### config.mk
export PLATFORM = sky130hd
export DESIGN_NAME = mem_port_arbiter
export DESIGN_NICKNAME = d
export VERILOG_FILES = /design/src/rtl/mem_port_arbiter_pkg.sv /design/src/rtl/mem_port_arbiter_watchdog_counter.sv /design/src/rtl/mem_port_arbiter.sv
export SDC_FILE = /design/constraint.sdc
export NUM_CORES = 1
export LEC_CHECK = 0
export ABC_CLOCK_PERIOD_IN_PS = 6100
export CAP_MARGIN = 40
export CORE_ASPECT_RATIO = 0.5
export CORE_UTILIZATION = 39
export CTS_BUF_LIST = sky130_fd_sc_hd__clkbuf_2 sky130_fd_sc_hd__clkbuf_4 sky130_fd_sc_hd__clkbuf_8
export DETAILED_ROUTE_END_ITERATION = 8
export GPL_TIMING_DRIVEN = 1
export PLACE_DENSITY = 0.89
export RECOVER_POWER = 50
export SLEW_MARGIN = 20
export SYNTH_ARGS = -nofsm -noshare
export SYNTH_HDL_FRONTEND = slang
export SYNTH_SLANG_ARGS = --single-unit
### constraint.sdc
create_clock -name clk -period 6.1 [get_ports clk]
set_clock_uncertainty 0.15 [all_clocks]
set_input_delay 1.22 -clock clk [delete_from_list [all_inputs] [get_ports clk]]
set_output_delay 1.22 -clock clk [all_outputs]
set_load 0.05 [all_outputs]
### src/rtl/mem_port_arbiter_pkg.sv
// Shared types and constants for the unified memory-port arbiter.
package mem_port_arbiter_pkg;

    typedef enum logic [1:0] {
        IDLE   = 2'd0,
        GNT_IF = 2'd1,
        GNT_DM = 2'd2
    } arb_state_e;

    typedef enum logic {
        GID_IF = 1'b0,
        GID_DM = 1'b1
    } grant_id_e;

    localparam int DEFAULT_TIMEOUT = 15;

endpackage

### src/rtl/mem_port_arbiter_watchdog_counter.sv
// Loadable up-counter that flags when an access has spent TIMEOUT cycles
// in its grant state; tc_o is high in the TIMEOUT-th counted cycle.
module watchdog_counter
    import mem_port_arbiter_pkg::*;
#(
    parameter int TIMEOUT = DEFAULT_TIMEOUT
) (
    input  logic clk,
    input  logic rst_n,
    input  logic load_i,
    input  logic inc_i,
    output logic tc_o
);

    localparam int CW = (TIMEOUT > 1) ? $clog2(TIMEOUT) : 1;
    localparam logic [CW-1:0] LAST = CW'(TIMEOUT - 1);

    logic [CW-1:0] cnt_q;
    logic [CW-1:0] cnt_d;

    // Saturate at the terminal value so a lingering grant cannot wrap around.
    always_comb begin
        cnt_d = cnt_q;
        if (load_i) begin
            cnt_d = '0;
        end else if (inc_i && (cnt_q != LAST)) begin
            cnt_d = cnt_q + 1'b1;
        end
    end

    always_ff @(posedge clk or negedge rst_n) begin
        if (!rst_n) begin
            cnt_q <= '0;
        end else begin
            cnt_q <= cnt_d;
        end
    end

    assign tc_o = (cnt_q == LAST);

endmodule

### src/rtl/mem_port_arbiter.sv
// Arbitrates the single instruction/data memory port between IF fetches and
// MEM loads/stores, with round-robin on contention and a timeout watchdog.
module mem_port_arbiter
    import mem_port_arbiter_pkg::*;
#(
    parameter int ADDR_W  = 32,
    parameter int DATA_W  = 32,
    parameter int TIMEOUT = DEFAULT_TIMEOUT
) (
    input  logic                clk,
    input  logic                rst_n,
    input  logic                if_req,
    input  logic [ADDR_W-1:0]   if_addr,
    output logic                if_ack,
    output logic [DATA_W-1:0]   if_rdata,
    input  logic                dm_req,
    input  logic                dm_we,
    input  logic [ADDR_W-1:0]   dm_addr,
    input  logic [DATA_W-1:0]   dm_wdata,
    input  logic [DATA_W/8-1:0] dm_be,
    output logic                dm_ack,
    output logic [DATA_W-1:0]   dm_rdata,
    output logic                mem_req,
    output logic                mem_we,
    output logic [ADDR_W-1:0]   mem_addr,
    output logic [DATA_W-1:0]   mem_wdata,
    output logic [DATA_W/8-1:0] mem_be,
    input  logic [DATA_W-1:0]   mem_rdata,
    input  logic                mem_ready,
    output logic                stall_if,
    output logic                stall_mem,
    output logic                err
);

    localparam int BE_W = DATA_W / 8;

    arb_state_e        state_q;
    grant_id_e         last_q;
    logic [ADDR_W-1:0] addr_q;
    logic              we_q;
    logic [DATA_W-1:0] wdata_q;
    logic [BE_W-1:0]   be_q;
    logic              err_q;

    logic busy;
    logic tc;
    logic done;
    logic timeoutHit;
    logic grantIf;
    logic grantDm;

    assign busy       = (state_q != IDLE);
    assign done       = busy && (mem_ready || tc);
    assign timeoutHit = busy && !mem_ready && tc;

    // The just-completed requester still has req high, so only the other side
    // may be granted on a completion edge.
    always_comb begin
        grantIf = 1'b0;
        grantDm = 1'b0;
        case (state_q)
            IDLE: begin
                if (if_req && dm_req) begin
                    if (last_q == GID_IF) grantDm = 1'b1;
                    else                  grantIf = 1'b1;
                end else if (if_req) begin
                    grantIf = 1'b1;
                end else if (dm_req) begin
                    grantDm = 1'b1;
                end
            end
            GNT_IF:  grantDm = done && dm_req;
            GNT_DM:  grantIf = done && if_req;
            default: ;
        endcase
    end

    always_ff @(posedge clk or negedge rst_n) begin
        if (!rst_n) begin
            state_q <= IDLE;
            last_q  <= GID_IF;
            addr_q  <= '0;
            we_q    <= 1'b0;
            wdata_q <= '0;
            be_q    <= '0;
            err_q   <= 1'b0;
        end else begin
            if (grantIf) begin
                state_q <= GNT_IF;
                last_q  <= GID_IF;
                addr_q  <= if_addr;
                we_q    <= 1'b0;
                wdata_q <= '0;
                be_q    <= '1;
            end else if (grantDm) begin
                state_q <= GNT_DM;
                last_q  <= GID_DM;
                addr_q  <= dm_addr;
                we_q    <= dm_we;
                wdata_q <= dm_wdata;
                be_q    <= dm_be;
            end else if (done) begin
                state_q <= IDLE;
            end
            if (timeoutHit) begin
                err_q <= 1'b1;
            end
        end
    end

    watchdog_counter #(
        .TIMEOUT(TIMEOUT)
    ) u_watchdog (
        .clk   (clk),
        .rst_n (rst_n),
        .load_i(grantIf || grantDm),
        .inc_i (busy && !mem_ready),
        .tc_o  (tc)
    );

    assign mem_req   = busy;
    assign mem_we    = busy && we_q;
    assign mem_addr  = addr_q;
    assign mem_wdata = wdata_q;
    assign mem_be    = be_q;

    assign if_ack   = (state_q == GNT_IF) && done;
    assign dm_ack   = (state_q == GNT_DM) && done;
    assign if_rdata = ((state_q == GNT_IF) && mem_ready) ? mem_rdata : '0;
    assign dm_rdata = ((state_q == GNT_DM) && mem_ready) ? mem_rdata : '0;

    // Gated by rst_n so every output reads 0 while reset is asserted.
    assign stall_if  = rst_n && if_req && !if_ack;
    assign stall_mem = rst_n && dm_req && !dm_ack;
    assign err       = err_q;

endmodule

==> impl_metrics.py, run 1 <==
metrics = {
    "run_status": {
        "status": "complete, but fails checks",
        "failed_checks": "capacitance limit, slew limit",
    },
    "worst_setup_path": {
        "path_max_fanout": 32,
        "slowest_stage": "clkdlybuf4s50_1",
        "cp.required_ns": 4.73,
        "rr_startpoint": "u_watchdog.cnt_q[0]",
        "max_stage_delay_ns": 0.83,
        "critical_path.endpoint_type": "primary output",
        "r2r_end": "mem_addr[0]",
        "cp-start-kind": "input port",
        "rr_worst_depth": 7,
        "cp_cell_sequence": "dlygate4sd3_1, and3_1, and2_1, clkdlybuf4s50_1",
        "r2r_setup_slack_ns": 2.95,
        "worstPathArrival_ns": 3.61,
        "path_class": "in -> out",
    },
    "route": {
        "highest_layer": "met4",
        "met3_length_um": 700,
        "wl_met2_mm": 6.71,
        "drtIter0Drc": 147,
        "viasPerCell": 4.83,
        "routedLengthMet1_mm": 4.93,
        "drt_pass1_iterations": 4,
        "vias": 3484,
        "drc_errors": 0,
        "drtAntennaViolNets": 0,
        "routed_wl_mm": 12.8,
        "wire_per_inst_um": 17.7,
    },
    "power": {
        "p_leak_nw": 3.00,
        "ir_drop_uv": 265,
        "power_density_nw_per_um2": 504,
        "total_power_w": 0.00351,
        "power_frac_comb": 0.629,
        "p_sw_w": 0.00173,
        "clock_power_share": 0.125,
        "p_int_w": 0.00179,
        "p_sw_frac": 0.491,
        "pwr-share-seq": 0.246,
    },
    "placed_design": {
        "dp_hpwl_mm": 10.0,
        "placed_cells": 704,
        "gp_congestion": 0.912,
        "io_buffers": 276,
    },
    "floorplanning": {
        "dieWidth_um": 143,
        "coreArea_um2": 9540,
        "rows": 25,
        "die_area_um2": 10400,
        "num_io_pins": 277,
        "dieHeight_um": 72.5,
        "start_util": 0.407,
    },
    "timing": {
        "fin_crit_ns": 4.98,
        "fmax_ghz": 0.201,
        "drv_slew": 73,
        "rsz0062_at_grt": "no",
        "setup_viol": 0,
        "period_share": 0.816,
        "relSlewSlack": -0.372,
        "tightest_slew_ns": 2.06,
        "finalHoldViolCount": 0,
        "setup_tns_ns": 0,
    },
    "clock_tree": {
        "cts.clk_slew.worst_paths_ns": 0.07,
        "cts_tree": "built",
        "clock-root-buffer": "clkbuf_8",
        "htreeDepth": 3,
        "cts_made_buffers": 9,
        "cts_resized": 0,
        "clkLatencyLatePin_ns": 0.35,
        "ctsHoldBuffers": 0,
        "numClockSinks": 77,
        "clock_path_buffers": 2,
        "cts_setup_buffers": 0,
    },
    "finish": {
        "diodes": 0,
        "syn2layout_area_growth_pct": 79.7,
        "multi_input_area_um2": 1820,
        "fillers": 654,
        "instances_no_fill": 721,
        "layout_commonest_cell": "clkdlybuf4s50_1",
        "layout_common_cells": "217 x clkdlybuf4s50_1, 77 x dfrtp_1, 65 x and2_1",
        "regArea_um2": 1930,
        "finalNetCount": 721,
        "drive_gt1_frac": 0.143,
    },
    "grt": {
        "antenna_found_initial": 0,
        "track_usage": 0.245,
        "grt_pass1_wl_mm": 19.1,
        "first_global_vias": 3485,
        "overflow": 0,
        "grt_max_degree": 41,
    },
    "yosys": {
        "ys_warn_count": 0,
        "synth_top_area_cell": "dfrtp_1",
        "synth_seq_cells": 77,
        "synth.net_count": 449,
        "ys_seq_area_frac": 0.497,
        "synthCells": 309,
        "syn-cell-area_um2": 3880,
        "synthTopCellsByArea": "dfrtp_1 50%, mux2_4 11%, and2_1 11%",
        "synthDistinctLibCells": 33,
        "synth_top_cell_area_share": 0.497,
        "synth_area_per_cell_um2": 12.6,
    },
    "run": {
        "maxCapViolations": 2,
    },
    "hold_path": {
        "whs_path_depth": 1,
        "hold_path_class": "reg -> reg",
        "hp-start": "mem_addr[0]",
        "hold_end": "mem_addr[0]",
    },
}
## state kept, by name (all words and copies together) (netlist names)
register	count
err	1
last_q	1
mem_addr	32
mem_be	4
mem_wdata	32
state_q	2
u_watchdog.cnt_q	4
we_q	1
## Yosys cell counts
master and n:
a211oi_1 1, a21o_1 1, a21oi_1 1, a22o_1 33
a31o_1 1, a31o_2 1, a31oi_1 1, a31oi_2 1
a41o_1 1, and2_1 66, and3_1 2, buf_2 9
buf_6 4, clkbuf_1 8, dfrtp_1 77, ha_1 2
inv_1 3, inv_2 1, mux2_1 3, mux2_2 32
mux2_4 29, nand2_1 6, nand2b_1 1, nand3_1 2
nor2_1 9, nor2b_1 1, nor3_1 3, o211ai_1 1
o21a_1 1, o221a_1 1, o22a_1 4, xnor2_1 2
xor2_1 1
## worst max path at each step
stage / slack, ns / cells past startpoint / from / end
finish: 1.12 / 4 / mem_ready / dm_rdata[3]
global route: 0.62 / 3 / rst_n / mem_addr[15]
CTS: 1.12 / 4 / mem_ready / if_rdata[22]
detailed placement: 1.12 / 4 / mem_ready / if_rdata[22]
global placement: 1.17 / 4 / mem_ready / dm_rdata[31]
floorplan: 1.77 / 3 / mem_ready / stall_if
## power groups by stage
stage / logic (W) / clock network [W] / registers, W
4_1_cts: 0.00228 / 0.000446 / 0.000872
3_3_place_gp: 0.00224 / 0 / 0.000864
5_1_grt: 0.00228 / 0.000470 / 0.000892
6_report: 0.00221 / 0.000439 / 0.000866
2_1_floorplan: 0.000757 / 0 / 0.00161
3_5_place_dp: 0.00227 / 0 / 0.000879
## routing by layer
metal / global-route usage / vias up
met2: 0.447 / 146
met1: 0.283 / 1663
met3: 0.0515 / 41
met4: 0.109 / 0
li1: - / 1634
met5: 0 / -
## worst max-delay path, delay by kind of cell
kind,cells,cell delay (ns)
simple gates,2,0.94
buf+inv,2,1.44
## per-stage QoR
step            util  cell area (um^2)  hold slack [ns]  worst slack [ns]
4_1_cts        0.732              6990            0.337              1.12
5_1_grt        0.731              6970            0.339             0.625
6_report       0.731              6970            0.332              1.12
3_3_place_gp   0.704              6720            0.316              1.17
3_5_place_dp   0.708              6760            0.315              1.12
2_1_floorplan      -              3880            0.308              1.77
## logic make-up after synthesis
group	Yosys count	synth area share
AO/OA/AOI/OAI	48	0.107
buffers and inverters	25	0.0348
AND/OR/NAND/NOR	90	0.134
multiplexers	64	0.214
adder cells (fa/ha/maj)	2	0.00645
XOR/XNOR	3	0.00678
flip-flops	77	0.497
## cell type report
cell class / count / share of cell area
multi-input cells: 207 / 0.261
clock inverters: 4 / 0.0101
clock buffers: 12 / 0.0228
flip-flops and latches: 77 / 0.276
well taps: 135 / 0.0242
inverters: 4 / 0.00215
repair buffers: 282 / 0.404
No activity file was read; power rests on OpenSTA's default activity.
==> run 2, diff against run 1 <==
- ABC_CLOCK_PERIOD_IN_PS: 6100 -> 5200
- CORE_UTILIZATION: 39 -> 36
- PLACE_DENSITY: 0.89 -> 0.83
- clock period: 6.1 -> 5.2 ns (I/O delays scaled with it)
==> run 2 against run 1 <==
  * Worst hold slack worse by 0.011 ns
  * Highest routed layer unchanged
  * Sequential share of layout area is 0.080 points higher
  * The flow still finishes with violations (capacitance limit, slew limit)
  * Count of clock-buffer cells in the layout is 1 lower
  * Worst setup slack worse by 0.34 ns
  * Critical path depth is 1 higher
  * First-iteration DRC count is 26% higher
  * Global-route usage is 3.3 points lower
  * Critical endpoint is now stall_mem
  * Register-to-register slack worse by 1.0 ns
==> impl_metrics.py, run 2 (synthesized netlist as in run 1, its figures left out) <==
metrics = {
    "run_status": {
        "status": "complete, but fails checks",
        "failed_checks": "capacitance limit, slew limit",
    },
    "route": {
        "drtAntennaViolNets": 0,
        "wire_per_inst_um": 16.9,
        "drtIter0Drc": 185,
        "drc_errors": 0,
        "viasPerCell": 4.74,
        "vias": 3440,
        "routed_wl_mm": 12.3,
        "drt_pass1_iterations": 4,
    },
    "worst_setup_path": {
        "r2r_setup_slack_ns": 1.91,
        "cp.required_ns": 4.01,
        "slowest_stage": "clkdlybuf4s50_1",
        "max_stage_delay_ns": 0.81,
        "path_max_fanout": 6,
        "worstPathArrival_ns": 3.23,
        "cp-start-kind": "input port",
        "cp_cell_sequence": "dlygate4sd3_1, a31oi_1, nor3_1, nor2_1, clkdlybuf4s50_1",
        "critical_path.endpoint_type": "primary output",
        "path_class": "in -> out",
    },
    "clock_tree": {
        "numClockSinks": 77,
        "cts.clk_slew.worst_paths_ns": 0.07,
        "clock_path_buffers": 2,
        "cts_tree": "built",
        "cts_resized": 0,
        "cts_made_buffers": 9,
        "ctsHoldBuffers": 0,
        "clkLatencyLatePin_ns": 0.35,
        "clock-root-buffer": "clkbuf_8",
        "cts_setup_buffers": 0,
        "htreeDepth": 3,
    },
    "finish": {
        "syn2layout_area_growth_pct": 79.2,
        "stdcell_area_um2": 6950,
        "layout_commonest_cell": "clkdlybuf4s50_1",
        "multi_input_area_um2": 1820,
        "diodes": 0,
        "fillers": 776,
        "final_util": 0.672,
        "layout_common_cells": "217 x clkdlybuf4s50_1, 77 x dfrtp_1, 65 x and2_1",
        "regArea_um2": 1930,
        "finalNetCount": 721,
        "drive_gt1_frac": 0.147,
    },
    "timing": {
        "drv_slew": 41,
        "period_share": 0.851,
        "fmax_ghz": 0.226,
        "rsz0062_at_grt": "no",
        "finalHoldViolCount": 0,
        "setup_tns_ns": 0,
        "relSlewSlack": -0.480,
        "setup_viol": 0,
        "tightest_slew_ns": 2.22,
        "fin_crit_ns": 4.42,
    },
    "power": {
        "p_sw_w": 0.00202,
        "clock_power_share": 0.112,
        "power_density_nw_per_um2": 583,
        "ir_drop_uv": 289,
        "p_leak_nw": 2.99,
        "p_int_w": 0.00204,
        "p_sw_frac": 0.498,
        "pwr-share-seq": 0.250,
        "power_frac_comb": 0.638,
    },
    "placed_design": {
        "placedInstanceArea_um2": 6770,
        "io_buffers": 276,
        "dp_hpwl_mm": 9.61,
        "gp_congestion": 0.889,
    },
    "floorplanning": {
        "die_area_um2": 11200,
        "dieWidth_um": 149,
        "coreArea_um2": 10300,
        "num_io_pins": 277,
        "dieHeight_um": 75.4,
        "start_util": 0.375,
        "rows": 26,
    },
    "grt": {
        "overflow": 0,
        "grt_max_degree": 41,
        "track_usage": 0.213,
        "antenna_found_initial": 0,
        "grt_pass1_wl_mm": 17.9,
        "first_global_vias": 3292,
    },
    "run": {
        "maxCapViolations": 1,
    },
    "hold_path": {
        "hold_path_class": "reg -> reg",
    },
}
## run 2: cell types whose count changed in the layout (fill, tap and decap cells not counted)
cell / before / now
clkinv_2: 2 / 4
bufinv_16: 2 / 1
clkbuf_8: 11 / 10
buf_12: 1 / 0
buf_16: 0 / 1
buf_8: 1 / 0
clkbuf_1: 3 / 1
buf_4: 2 / 5
## run 2: final timing paths
kind                                     start           end  cells after the start
max reg2reg                u_watchdog.cnt_q[0]   mem_addr[1]                      7
min reg2reg                                err           err                      1
max                                  mem_ready     stall_mem                      5
max in group asynchronous                rst_n  mem_addr[24]                      2
min                                        err           err                      1
min in group asynchronous                rst_n    state_q[1]                      1
## run 2: area by class of cell
type                            count  share of cell area
Timing Repair Buffer              282               0.406
Sequential cell                    77               0.277
Multi-Input combinational cell    207               0.262
Tap cell                          140              0.0252
Clock buffer                       11              0.0209
Clock inverter                      5             0.00720
Inverter                            4             0.00216
## run 2: power by group through the flow
stage | Sequential (W) | Clock [W] | Combinational, W
after floorplan | 0.00189 | 0 | 0.000888
after global placement | 0.00101 | 0 | 0.00263
after detailed placement | 0.00103 | 0 | 0.00268
after CTS | 0.00102 | 0.000463 | 0.00268
after global routing | 0.00105 | 0.000486 | 0.00269
final | 0.00101 | 0.000453 | 0.00259
## run 2: critical path, delay by kind of cell
| family | cells | cell delay (ns) |
|---|---|---|
| compound gates | 1 | 0.44 |
| buf+inv | 2 | 1.40 |
| simple gates | 2 | 0.34 |
## run 2: metal layers
metal,track usage,wire (um),up-vias
met1,0.244,4800,1665
met2,0.398,6530,117
met4,0.0884,312,0
met5,0,0,-
li1,-,-,1628
met3,0.0467,617,30
## run 2: per-stage QoR
step / hold slack, ns / std cells / power (W) / setup WS [ns]
2_1_floorplan: 0.308 / 309 / 0.00278 / 1.23
3_3_place_gp: 0.309 / 709 / 0.00364 / 1.00
3_5_place_dp: 0.309 / 710 / 0.00371 / 0.984
4_1_cts: 0.325 / 726 / 0.00417 / 0.980
5_1_grt: 0.343 / 726 / 0.00423 / 0.698
6_report: 0.320 / 726 / 0.00406 / 0.777
==> run 3, diff against run 2 <==
- CORE_AREA: not set -> 2 2 107 109
- CORE_ASPECT_RATIO: 0.5 -> not set
- CORE_UTILIZATION: 36 -> not set
- DIE_AREA: not set -> 0 0 109 111
- PLACE_DENSITY: 0.83 -> 0.82
==> run 3 against run 2 <==
  * Largest cell class unchanged
  * Clock power increased by 14%
  * Count of clock-buffer cells in the layout fell by 1
  * Register-to-register slack gained 0.07 ns
  * Sequential power hardly changed
  * The flow still finishes with violations (capacitance limit, slew limit)
  * Wire length is 2.1% lower
  * Worst hold slack better by 0.014 ns
==> impl_metrics.py, run 3 (synthesized netlist as in run 1, its figures left out) <==
metrics = {
    "route": {
        "drc_errors": 0,
        "viasPerCell": 4.72,
        "drtIter0Drc": 180,
        "vias": 3443,
        "drtAntennaViolNets": 0,
        "met3_length_mm": 1.09,
        "wl_met2_mm": 6.38,
        "routed_wl_mm": 12.0,
        "highest_layer": "met4",
        "drt_pass1_iterations": 4,
        "wire_per_inst_um": 16.5,
        "routedLengthMet1_mm": 4.04,
    },
    "placed_design": {
        "placedInstanceArea_um2": 6760,
        "gp_congestion": 0.850,
        "dp_hpwl_mm": 9.70,
        "io_buffers": 276,
    },
    "timing": {
        "fin_crit_ns": 4.58,
        "finalHoldViolCount": 0,
        "drv_slew": 47,
        "tightest_slew_ns": 2.46,
        "relSlewSlack": -0.638,
        "fmax_ghz": 0.218,
        "period_share": 0.881,
        "rsz0062_at_grt": "no",
        "whs_ns": 0.335,
        "setup_viol": 0,
        "setup_tns_ns": 0,
    },
    "worst_setup_path": {
        "slowest_stage": "clkdlybuf4s50_1",
        "path_class": "in -> out",
        "crit_start": "mem_ready",
        "r2r_end": "mem_addr[7]",
        "path_max_fanout": 32,
        "critical_path.endpoint_type": "primary output",
        "cp_cell_sequence": "dlygate4sd3_1, and3_1, and2_1, clkdlybuf4s50_1",
        "cp-start-kind": "input port",
        "rr_worst_depth": 7,
        "rr_startpoint": "u_watchdog.cnt_q[0]",
        "max_stage_delay_ns": 0.81,
        "worstPathArrival_ns": 3.39,
        "cp.required_ns": 4.01,
        "r2r_setup_slack_ns": 1.98,
    },
    "clock_tree": {
        "cts_setup_buffers": 0,
        "clock_path_buffers": 2,
        "htreeDepth": 3,
        "cts_made_buffers": 9,
        "cts_tree": "built",
        "numClockSinks": 77,
        "ctsHoldBuffers": 0,
        "clock-root-buffer": "clkbuf_8",
        "cts.clk_slew.worst_paths_ns": 0.08,
        "cts_resized": 0,
        "clkLatencyLatePin_ns": 0.34,
    },
    "power": {
        "p_leak_nw": 2.99,
        "ir_drop_uv": 429,
        "power_density_nw_per_um2": 588,
        "total_power_w": 0.00411,
    },
    "finish": {
        "layout_commonest_cell": "clkdlybuf4s50_1",
        "final_util": 0.630,
        "stdcell_area_um2": 6980,
        "drive_gt1_frac": 0.142,
        "syn2layout_area_growth_pct": 80.0,
        "layout_common_cells": "218 x clkdlybuf4s50_1, 77 x dfrtp_1, 66 x and2_1",
        "finalNetCount": 720,
    },
    "grt": {
        "track_usage": 0.200,
        "grt_pass1_wl_mm": 18.5,
        "grt_max_degree": 47,
        "overflow": 0,
        "first_global_vias": 3526,
        "antenna_found_initial": 1,
    },
    "floorplanning": {
        "rows": 39,
        "dieHeight_um": 111,
        "coreArea_um2": 11100,
        "die_area_um2": 12100,
        "start_util": 0.350,
        "dieWidth_um": 109,
        "num_io_pins": 277,
    },
    "hold_path": {
        "hold_path_class": "reg -> reg",
        "hp-start": "err",
        "hold_end": "err",
        "whs_path_depth": 1,
    },
    "run": {
        "maxCapViolations": 1,
    },
    "run_status": {
        "status": "complete, but fails checks",
        "failed_checks": "capacitance limit, slew limit",
    },
}
-- run 3: cell type report --
cell class,instances,area (um^2)
flip-flops and latches,77,1930
multi-input cells,207,1820
fillers,883,4090
inverters,4,15.0
well taps,143,179
diodes,1,2.50
repair buffers,281,2810
clock buffers,10,138
clock inverters,6,95.1
-- run 3: how the worst max path moves through the flow --
stage / endpoint / slack [ns] / depth (start not counted)
after detailed placement: if_rdata[12] / 0.64 / 4
after floorplan: stall_if / 1.23 / 3
after global placement: dm_rdata[10] / 0.72 / 4
final: if_rdata[12] / 0.62 / 4
after global routing: if_rdata[12] / 0.42 / 4
after CTS: if_rdata[12] / 0.64 / 4
-- run 3: worst max-delay path, delay by kind of cell --
kind,cells,cell delay (ns)
buffers and inverters,2,1.43
AND/OR/NAND/NOR,2,0.92
-- run 3: power by group --
group	leakage (nW)	internal, W	switching [W]
sequential	0.949	0.000865	0.000153
combinational	1.92	0.000931	0.00164
clock	0.117	0.000288	0.000231
-- run 3: metal layers --
layer  global-route usage  vias up
met1                0.204     1603
met2                0.360      176
met4                0.100        0
li1                     -     1635
met5                    0        -
met3               0.0594       29
-- run 3: through the flow --
step                      cells  setup WS [ns]
after floorplan             309           1.23
after global placement      710          0.721
final                       729          0.619
after global routing        729          0.422
after detailed placement    712          0.640
after CTS                   728          0.640
